==> src/rtl/bellek_hakemi_pkg.sv <==
// Shared types and constants for the L1 data-cache port arbiter.
// FSM state encodings, requester indices and a one-hot helper.
package bellek_hakemi_pkg;

   typedef enum logic [1:0] {
      BOSTA  = 2'd0,
      GONDER = 2'd1,
      BEKLE  = 2'd2
   } durum_t;

   localparam logic ISTEKCI_BIB           = 1'b0;
   localparam logic ISTEKCI_HATA_AYIKLAMA = 1'b1;

   function automatic logic [1:0] tek_sicak(input logic sahip);
      logic [1:0] sonuc;
      sonuc        = 2'b00;
      sonuc[sahip] = 1'b1;
      return sonuc;
   endfunction

endpackage

==> src/rtl/bellek_hakemi_if.sv <==
// Requester-side bus of the arbiter: two request channels in, routed responses out.
// master = requesters (load/store unit, debug/DMA), slave = arbiter.
interface bellek_hakemi_if #(
   parameter int ADRES_BIT = 32,
   parameter int VERI_BIT  = 32
);
   logic [1:0]            istek_gecerli_i;
   logic [1:0]            istek_yaz_i;
   logic [ADRES_BIT-1:0]  istek_adres0_i;
   logic [ADRES_BIT-1:0]  istek_adres1_i;
   logic [VERI_BIT-1:0]   istek_veri0_i;
   logic [VERI_BIT-1:0]   istek_veri1_i;
   logic [VERI_BIT/8-1:0] istek_maske0_i;
   logic [VERI_BIT/8-1:0] istek_maske1_i;
   logic [1:0]            istek_hazir_o;
   logic [1:0]            yanit_gecerli_o;
   logic [VERI_BIT-1:0]   yanit_veri_o;

   modport master (
      output istek_gecerli_i, istek_yaz_i,
      output istek_adres0_i, istek_adres1_i,
      output istek_veri0_i, istek_veri1_i,
      output istek_maske0_i, istek_maske1_i,
      input  istek_hazir_o, yanit_gecerli_o, yanit_veri_o
   );

   modport slave (
      input  istek_gecerli_i, istek_yaz_i,
      input  istek_adres0_i, istek_adres1_i,
      input  istek_veri0_i, istek_veri1_i,
      input  istek_maske0_i, istek_maske1_i,
      output istek_hazir_o, yanit_gecerli_o, yanit_veri_o
   );
endinterface

==> src/rtl/bellek_hakemi_rr.sv <==
// Two-input round-robin grant: on a tie the requester that did not win last time is chosen.
// Pure combinational; the last-winner pointer is held by the parent.
module bellek_hakemi_rr (
   input  logic [1:0] req,
   input  logic       son,
   input  logic       enable,
   output logic [1:0] grant
);

   // grant selection
   always_comb begin
      grant = 2'b00;
      if (enable) begin
         case (req)
            2'b01:   grant = 2'b01;
            2'b10:   grant = 2'b10;
            2'b11:   grant = son ? 2'b01 : 2'b10;
            default: grant = 2'b00;
         endcase
      end else begin
         grant = 2'b00;
      end
   end

endmodule

==> src/rtl/bellek_hakemi.sv <==
// Arbitrates the single L1 data-cache port between the load/store unit and a debug/DMA master.
// One transaction in flight; responses are routed back to the issuing requester.
module bellek_hakemi
   import bellek_hakemi_pkg::*;
#(
   parameter int ADRES_BIT = 32,
   parameter int VERI_BIT  = 32
) (
   input  logic                  clk_i,
   input  logic                  rst_i,
   bellek_hakemi_if.slave        istek,
   output logic                  l1c_istek_gecerli_o,
   output logic                  l1c_yaz_gecerli_o,
   output logic [ADRES_BIT-1:0]  l1c_veri_adres_o,
   output logic [VERI_BIT-1:0]   l1c_yaz_veri_o,
   output logic [VERI_BIT/8-1:0] l1c_veri_maske_o,
   input  logic                  l1c_stall_i,
   input  logic                  l1c_oku_gecerli_i,
   input  logic [VERI_BIT-1:0]   l1c_oku_veri_i
);

   localparam int MASKE_BIT = VERI_BIT / 8;

   durum_t                durum_r;
   durum_t                durum_sonraki_s;
   logic                  son_r;
   logic                  sahip_r;
   logic                  yaz_r;
   logic [ADRES_BIT-1:0]  adres_r;
   logic [VERI_BIT-1:0]   veri_r;
   logic [MASKE_BIT-1:0]  maske_r;
   logic [1:0]            yanit_gecerli_r;
   logic [VERI_BIT-1:0]   yanit_veri_r;
   logic [1:0]            kazanan_s;
   logic                  kabul_s;
   logic                  secim_s;

   bellek_hakemi_rr u_rr (
      .req    (istek.istek_gecerli_i),
      .son    (son_r),
      .enable ((durum_r == BOSTA) && !rst_i),
      .grant  (kazanan_s)
   );

   assign kabul_s = |kazanan_s;
   assign secim_s = kazanan_s[ISTEKCI_HATA_AYIKLAMA];

   // state register
   always_ff @(posedge clk_i) begin
      if (rst_i) begin
         durum_r <= BOSTA;
      end else begin
         durum_r <= durum_sonraki_s;
      end
   end

   // next-state logic
   always_comb begin
      durum_sonraki_s = durum_r;
      case (durum_r)
         BOSTA:   durum_sonraki_s = kabul_s ? GONDER : BOSTA;
         GONDER: begin
            if (!l1c_stall_i) begin
               durum_sonraki_s = yaz_r ? BOSTA : BEKLE;
            end else begin
               durum_sonraki_s = GONDER;
            end
         end
         BEKLE:   durum_sonraki_s = l1c_oku_gecerli_i ? BOSTA : BEKLE;
         default: durum_sonraki_s = BOSTA;
      endcase
   end

   // outputs toward L1 and the combinational accept strobe
   always_comb begin
      istek.istek_hazir_o = kazanan_s;
      l1c_istek_gecerli_o = 1'b0;
      l1c_yaz_gecerli_o   = 1'b0;
      l1c_veri_adres_o    = {ADRES_BIT{1'b0}};
      l1c_yaz_veri_o      = {VERI_BIT{1'b0}};
      l1c_veri_maske_o    = {MASKE_BIT{1'b0}};
      if (durum_r == GONDER) begin
         l1c_istek_gecerli_o = 1'b1;
         l1c_yaz_gecerli_o   = yaz_r;
         l1c_veri_adres_o    = adres_r;
         l1c_yaz_veri_o      = veri_r;
         l1c_veri_maske_o    = maske_r;
      end else begin
         l1c_istek_gecerli_o = 1'b0;
      end
   end

   // latch the accepted request; son_r=1 after reset lets port 0 win the first tie
   always_ff @(posedge clk_i) begin
      if (rst_i) begin
         son_r   <= 1'b1;
         sahip_r <= ISTEKCI_BIB;
         yaz_r   <= 1'b0;
         adres_r <= {ADRES_BIT{1'b0}};
         veri_r  <= {VERI_BIT{1'b0}};
         maske_r <= {MASKE_BIT{1'b0}};
      end else if (kabul_s) begin
         son_r   <= secim_s;
         sahip_r <= secim_s;
         yaz_r   <= istek.istek_yaz_i[secim_s];
         adres_r <= secim_s ? istek.istek_adres1_i : istek.istek_adres0_i;
         veri_r  <= secim_s ? istek.istek_veri1_i  : istek.istek_veri0_i;
         maske_r <= secim_s ? istek.istek_maske1_i : istek.istek_maske0_i;
      end
   end

   // response pulse and data; read data holds between loads, store ack clears it
   always_ff @(posedge clk_i) begin
      if (rst_i) begin
         yanit_gecerli_r <= 2'b00;
         yanit_veri_r    <= {VERI_BIT{1'b0}};
      end else begin
         yanit_gecerli_r <= 2'b00;
         if ((durum_r == GONDER) && !l1c_stall_i && yaz_r) begin
            yanit_gecerli_r <= tek_sicak(sahip_r);
            yanit_veri_r    <= {VERI_BIT{1'b0}};
         end else if ((durum_r == BEKLE) && l1c_oku_gecerli_i) begin
            yanit_gecerli_r <= tek_sicak(sahip_r);
            yanit_veri_r    <= l1c_oku_veri_i;
         end
      end
   end

   assign istek.yanit_gecerli_o = yanit_gecerli_r;
   assign istek.yanit_veri_o    = yanit_veri_r;

endmodule

==> src/flat_wrapper.sv <==
// flat-port wrapper written by rule: the top's interface ports become plain ports
module bellek_hakemi_flat import bellek_hakemi_pkg::*;
#(
   parameter int ADRES_BIT = 32,
   parameter int VERI_BIT  = 32
)
  (clk_i, rst_i, l1c_istek_gecerli_o, l1c_yaz_gecerli_o, l1c_veri_adres_o, l1c_yaz_veri_o, l1c_veri_maske_o, l1c_stall_i, l1c_oku_gecerli_i, l1c_oku_veri_i, istek_istek_gecerli_i, istek_istek_yaz_i, istek_istek_adres0_i, istek_istek_adres1_i, istek_istek_veri0_i, istek_istek_veri1_i, istek_istek_maske0_i, istek_istek_maske1_i, istek_istek_hazir_o, istek_yanit_gecerli_o, istek_yanit_veri_o);
  bellek_hakemi_if #(.ADRES_BIT(ADRES_BIT), .VERI_BIT(VERI_BIT)) istek_i ();
  input  logic clk_i;
  input  logic rst_i;
  output logic l1c_istek_gecerli_o;
  output logic l1c_yaz_gecerli_o;
  output logic [ADRES_BIT-1:0] l1c_veri_adres_o;
  output logic [VERI_BIT-1:0] l1c_yaz_veri_o;
  output logic [VERI_BIT/8-1:0] l1c_veri_maske_o;
  input  logic l1c_stall_i;
  input  logic l1c_oku_gecerli_i;
  input  logic [VERI_BIT-1:0] l1c_oku_veri_i;
  input wire logic [$bits(istek_i.istek_gecerli_i)-1:0] istek_istek_gecerli_i;
  input wire logic [$bits(istek_i.istek_yaz_i)-1:0] istek_istek_yaz_i;
  input wire logic [$bits(istek_i.istek_adres0_i)-1:0] istek_istek_adres0_i;
  input wire logic [$bits(istek_i.istek_adres1_i)-1:0] istek_istek_adres1_i;
  input wire logic [$bits(istek_i.istek_veri0_i)-1:0] istek_istek_veri0_i;
  input wire logic [$bits(istek_i.istek_veri1_i)-1:0] istek_istek_veri1_i;
  input wire logic [$bits(istek_i.istek_maske0_i)-1:0] istek_istek_maske0_i;
  input wire logic [$bits(istek_i.istek_maske1_i)-1:0] istek_istek_maske1_i;
  output wire logic [$bits(istek_i.istek_hazir_o)-1:0] istek_istek_hazir_o;
  output wire logic [$bits(istek_i.yanit_gecerli_o)-1:0] istek_yanit_gecerli_o;
  output wire logic [$bits(istek_i.yanit_veri_o)-1:0] istek_yanit_veri_o;
  assign istek_i.istek_gecerli_i = istek_istek_gecerli_i;
  assign istek_i.istek_yaz_i = istek_istek_yaz_i;
  assign istek_i.istek_adres0_i = istek_istek_adres0_i;
  assign istek_i.istek_adres1_i = istek_istek_adres1_i;
  assign istek_i.istek_veri0_i = istek_istek_veri0_i;
  assign istek_i.istek_veri1_i = istek_istek_veri1_i;
  assign istek_i.istek_maske0_i = istek_istek_maske0_i;
  assign istek_i.istek_maske1_i = istek_istek_maske1_i;
  assign istek_istek_hazir_o = istek_i.istek_hazir_o;
  assign istek_yanit_gecerli_o = istek_i.yanit_gecerli_o;
  assign istek_yanit_veri_o = istek_i.yanit_veri_o;
  bellek_hakemi #(.ADRES_BIT(ADRES_BIT), .VERI_BIT(VERI_BIT)) u_core (.clk_i(clk_i), .rst_i(rst_i), .istek(istek_i), .l1c_istek_gecerli_o(l1c_istek_gecerli_o), .l1c_yaz_gecerli_o(l1c_yaz_gecerli_o), .l1c_veri_adres_o(l1c_veri_adres_o), .l1c_yaz_veri_o(l1c_yaz_veri_o), .l1c_veri_maske_o(l1c_veri_maske_o), .l1c_stall_i(l1c_stall_i), .l1c_oku_gecerli_i(l1c_oku_gecerli_i), .l1c_oku_veri_i(l1c_oku_veri_i));
endmodule
==> config.mk <==
export PLATFORM = sky130hd
export DESIGN_NAME = bellek_hakemi_flat
export DESIGN_NICKNAME = d
export VERILOG_FILES = /design/src/rtl/bellek_hakemi_pkg.sv /design/src/rtl/bellek_hakemi_if.sv /design/src/rtl/bellek_hakemi_rr.sv /design/src/rtl/bellek_hakemi.sv /design/src/flat_wrapper.sv
export SDC_FILE = /design/constraint.sdc
export NUM_CORES = 1
export LEC_CHECK = 0
export BUFFER_PORTS_ARGS = -buffer_cell sky130_fd_sc_hd__buf_2
export CORE_ASPECT_RATIO = 0.9
export CORE_MARGIN = 8
export CORE_UTILIZATION = 49
export CTS_BUF_LIST = sky130_fd_sc_hd__clkbuf_16
export CTS_CLUSTER_DIAMETER = 80
export CTS_CLUSTER_SIZE = 10
export DETAILED_ROUTE_END_ITERATION = 16
export PLACE_DENSITY = 0.95
export SKIP_CTS_REPAIR_TIMING = 1
export SYNTH_ARGS = -nofsm -noshare
export SYNTH_HDL_FRONTEND = slang
export SYNTH_HIERARCHICAL = 1
export SYNTH_SLANG_ARGS = --single-unit
==> constraint.sdc <==
create_clock -name clk_i -period 3.1 [get_ports clk_i]
set_input_delay 0.155 -clock clk_i [delete_from_list [all_inputs] [get_ports clk_i]]
set_output_delay 0.155 -clock clk_i [all_outputs]
set_load 0.03 [all_outputs]
Yosys cells after proc, flatten, opt, wreduce, memory -nomap -nowiden
Index checks and enable logic that the tools add are counted.

Register bits: 107. Input bits: 176.

$lt $le $gt $ge: 3. Equal/unequal tests: 5. Multiplexer cells: 22. Reductions and logical operators: 10.

Operators by type and width (number): two-way mux 32 bit (4); two-way mux 2 bit (7); case mux 2 bit (3 select lines) (2); two-way mux 4 bit (2); equality test 2 bit, second input constant (3); two-way mux 1 bit (6); logical AND 1 bit (5); equality test 2 x 1 -> 1 bit, second input constant (2); < comparator 1 x 2 -> 1 bit, second input constant (2); OR reduction 2 bit (2); logical NOT 1 bit (2); logical NOT 2 bit (1); demux 1 bit (select 1 bit) (1); >= comparator 1 bit, second input constant (1).

Depth between registers and ports, before layout
Depth in word-level cells: 6. Gate-level depth with buffers: 9. Mapped depth without buffers: 6.

By module
Netlist, hierarchy kept.

Modules (own cells, without submodules): bellek_hakemi (times used 1, cells an instance 542, area an instance 5225.0 um^2, sequential area each 2142.1 um^2); bellek_hakemi_rr (times used 1, cells an instance 5, area an instance 21.3 um^2, sequential area each 0.0 um^2).

Least setup slack after synthesis
Ideal clock, no wire load.

Kind: register -> register. From: reg u_core.durum_r[0]. To: reg u_core.adres_r[0]. Arrival time: 2.076 ns. Required time: 2.972 ns. Path slack: 0.897 ns. Stages on the path, launching flop included: 9. Path through: dfxtp_1 nor3_1 nand2_1 a21oi_1 buf_4 buf_6 mux2_2 mux2i_1 nor2_1.

Longest elaborated chain between the ends: 4. Elaborated cells on any way between the ends: 5. Classes of those cells: 2 x mux; 3 x reduce/logical.

Ends and longest elaborated chain: start: declaration (RTL line bellek_hakemi.sv:24) `durum_t durum_r;`; start signal: assignment (RTL line bellek_hakemi.sv:53) `durum_r <= durum_sonraki_s;`; logical NOT 2 bit (RTL line bellek_hakemi.sv:41) `.enable ((durum_r == BOSTA) && !rst_i),`; logical AND 1 bit (RTL line bellek_hakemi.sv:41); two-way mux 2 bit (RTL line bellek_hakemi_rr.sv:13) `if (enable) begin`; via istek_istek_hazir_o[0] (RTL line flat_wrapper.sv:27) `output wire logic [$bits(istek_i.istek_hazir_o)-1:0] istek_istek_hazir_o;`; OR reduction 2 bit (RTL line bellek_hakemi.sv:45) `assign kabul_s = |kazanan_s;`; end signal: assignment (RTL line bellek_hakemi.sv:99) `adres_r <= {ADRES_BIT{1'b0}};`; end signal: assignment (RTL line bellek_hakemi.sv:106) `adres_r <= secim_s ? istek.istek_adres1_i : istek.istek_adres0_i;`; end: declaration (RTL line bellek_hakemi.sv:29) `logic [ADRES_BIT-1:0] adres_r;`.

The timed path passes the listed nets, and every way through them passes these cells. A chain may end at the register's enable or synchronous reset.

Final worst setup path
From: reg u_core.durum_r[1]. To: out istek_istek_hazir_o[1].

Longest elaborated chain between the ends: 3.

Ends and longest elaborated chain (RTL line): logical NOT 2 bit (bellek_hakemi.sv:41); logical AND 1 bit (bellek_hakemi.sv:41); two-way mux 2 bit (bellek_hakemi_rr.sv:13); end: declaration (flat_wrapper.sv:27).

Every way passes these cells.

==> results.tsv <==
metric	value	unit
synth_nets	723	
die-area	0.0143	mm²
post_drt_wl_per_cell	16.3	µm
setup_violations	0	
max_cap_viol_count	0	
ir_drop	0.000387	V
wl	15.3	mm
worstHoldPathType	input pin to flop	
numCtsBuffers	9	
cts_tree	done	
num_antenna_cells	0	
viasPerCell	5.00	
synth_cell_types	24	
total_power	3.31	mW
nNetsFinal	980	
synth_area_per_cell	9.59	µm²
worst_setup_path_start_kind	flop	
hold_violations	0	
crit_buf_inv	2	
pwr-share-clk	34.5	%
grt_pass1_wl	24.1	mm
place_congestion	0.855	
htreeDepth	3	
fin_skew	0.00793	ns
areaGrowthSynthToFinish	32.7	%
ys_ff_latch	107	
status	finished clean	
clock_path_buffers	2	
cts.sinks	107	
combPwrFrac	20.1	%
synth_cells	547	
portBuffers	281	
min_to	u_core/istek.yanit_veri_o[31]	
finalMaxSlewViolations	0	
min_from	l1c_oku_veri_i[31]	
path_cells	nor3_1 -> nand2_1 -> a21oi_4 -> buf_4 -> buf_2	
vias	4707	
endpoint_kind	primary output	
grt_usage	20.5	%
cpLargestDelayFamily	buffers and inverters	
yosysWarnings	6	
reg2regPathDepth	7	
drc_errors	0	
initial_utilization	49.4	%
netSwitchingFraction	28.7	%
clk_pin_slew	0.08	ns
grt_pass1_vias	4936	
crit_type	flop to primary output	
cpMaxStageDelayCell	buf_4	
fin_crit_sh	75.4	%
seq_area_frac_synth	40.8	%
dp_hpwl	11.6	mm
period_minus_slack	2.34	ns
slowest_delay	0.55	ns
required	2.94	ns
r2r-start	u_core/durum_r[1]	
p_seq_share	45.4	%
antenna_found_initial	0	
grt_max_degree	77	
p_leak	3.29	nW
power_switching	0.950	mW
syn_area	0.00525	mm²
overflow	0	
rows	36	
final.setup.tns	0	ns
die_w	125	µm
whs_path_depth	3	
power.internal	2.36	mW
cp_max_fo	39	
reg2reg_slack	1.04	ns
drtPass1Iterations	4	
die_h	114	µm
p_per_area	475	mW/mm²
ctsRootBufferMaster	clkbuf_16	
drive_gt1_share	50.4	%
drt_iter0_markers	271	
reg2reg_to	u_core/adres_r[18]	
io_pins	282	
clkLatencyLatePin	0.34	ns
core	0.0106	mm²
post-route-util	65.5	%
relSlewSlack	45.3	%
arrival	2.18	ns
tightest_slew	0.820	ns
fmax	0.428	GHz
drtAntennaViolNets	0	
rsz0062_at_grt	false	
==> worst register-to-register path: cells and delay by family (launching register included) <==
| kind | cells | cell delay [ns] |
|---|---|---|
| flip-flops | 1 | 0.39 |
| AO/OA/AOI/OAI | 1 | 0.15 |
| multiplexers | 2 | 0.56 |
| buffers and inverters | 1 | 0.35 |
| AND/OR/NAND/NOR | 3 | 0.47 |
==> metrics by stage <==
stage	cell area, µm²	hold WS (ns)	cells	setup slack (ns)
floorplan	5250	0.247	547	0.897
global placement	6660	0.387	926	1.14
detailed placement	6660	0.396	926	1.05
CTS	6960	0.0292	942	0.736
global route	6960	0.0344	942	0.572
finish	6960	0.0413	942	0.764
==> sequential cells by signal, summed over array words and instances, names as in the netlist <==
signal	count
u_core/adres_r	32
u_core/durum_r	2
u_core/istek.yanit_gecerli_o	2
u_core/istek.yanit_veri_o	32
u_core/maske_r	4
u_core/sahip_r	1
u_core/son_r	1
u_core/veri_r	32
u_core/yaz_r	1
==> synth_stat cells (all sizes together) <==
cell type  count  area share [%]
a21oi         36             5.6
or2            1            0.12
mux2          69              15
clkbuf        14             1.1
and2          69             8.2
nor4bb         1            0.31
nand2         66             4.7
nor2          73             5.2
mux2i         69              13
a2111oi        1            0.17
nor3           3            0.29
and3b          1            0.17
nor2b          1            0.12
nand3b         1            0.14
a211o          1            0.17
inv            3            0.21
nor3b          2            0.29
buf           29             4.3
dfxtp        107              41
==> worst max-delay path by stage <==
stage | slack, ns | start | endpoint | cells past startpoint
after global placement | 1.14 | u_core/durum_r[1] | u_core/adres_r[17] | 7
final | 0.76 | u_core/durum_r[1] | istek_istek_hazir_o[1] | 5
after global routing | 0.57 | u_core/durum_r[1] | istek_istek_hazir_o[1] | 5
after CTS | 0.74 | u_core/durum_r[1] | istek_istek_hazir_o[1] | 5
after detailed placement | 1.05 | u_core/durum_r[1] | u_core/adres_r[18] | 7
after floorplan | 0.90 | u_core/durum_r[0] | u_core/adres_r[0] | 8
==> final cells by class <==
cell class / count / area, µm²
Inverter: 3 / 11.3
Sequential cell: 107 / 2140
Multi-Input combinational cell: 394 / 2840
Timing Repair Buffer: 289 / 1500
Clock buffer: 9 / 225
Tap cell: 133 / 166
Fill cell: 870 / 3670
Clock inverter: 7 / 75.1
==> cell usage in the layout (no fill, tap or decap), types with 5 or more instances in the layout <==
cell type,instances
mux2i_1,69
nand2_1,66
a21oi_2,30
dfxtp_1,107
mux2_2,69
nor2_1,73
and2_1,69
clkbuf_16,9
buf_4,5
buf_2,281
==> logic make-up after synthesis <==
family	synth area share, %
and+or+nand+nor	19.6
DFF	40.8
muxes	28.0
buffers and inverters	5.68
AOI/OAI and AO/OA	5.91
==> power groups by stage <==
| stage | logic, mW | registers (mW) | clock network [mW] |
|---|---|---|---|
| global placement | 0.649 | 1.53 | 0 |
| finish | 0.665 | 1.50 | 1.14 |
| global route | 0.721 | 1.51 | 1.22 |
| CTS | 0.668 | 1.50 | 1.17 |
| detailed placement | 0.666 | 1.53 | 0 |
| floorplan | 0.458 | 1.53 | 0 |
==> routing by layer <==
metal / vias up / global-route usage, % / part of all wire, %
met5: - / 0 / 0
met3: 33 / 8.80 / 9.4
li1: 2322 / - / -
met1: 2134 / 21.1 / 38
met2: 218 / 36.7 / 50
met4: 0 / 7.78 / 2.8
Power figures use the tool's default switching activity.
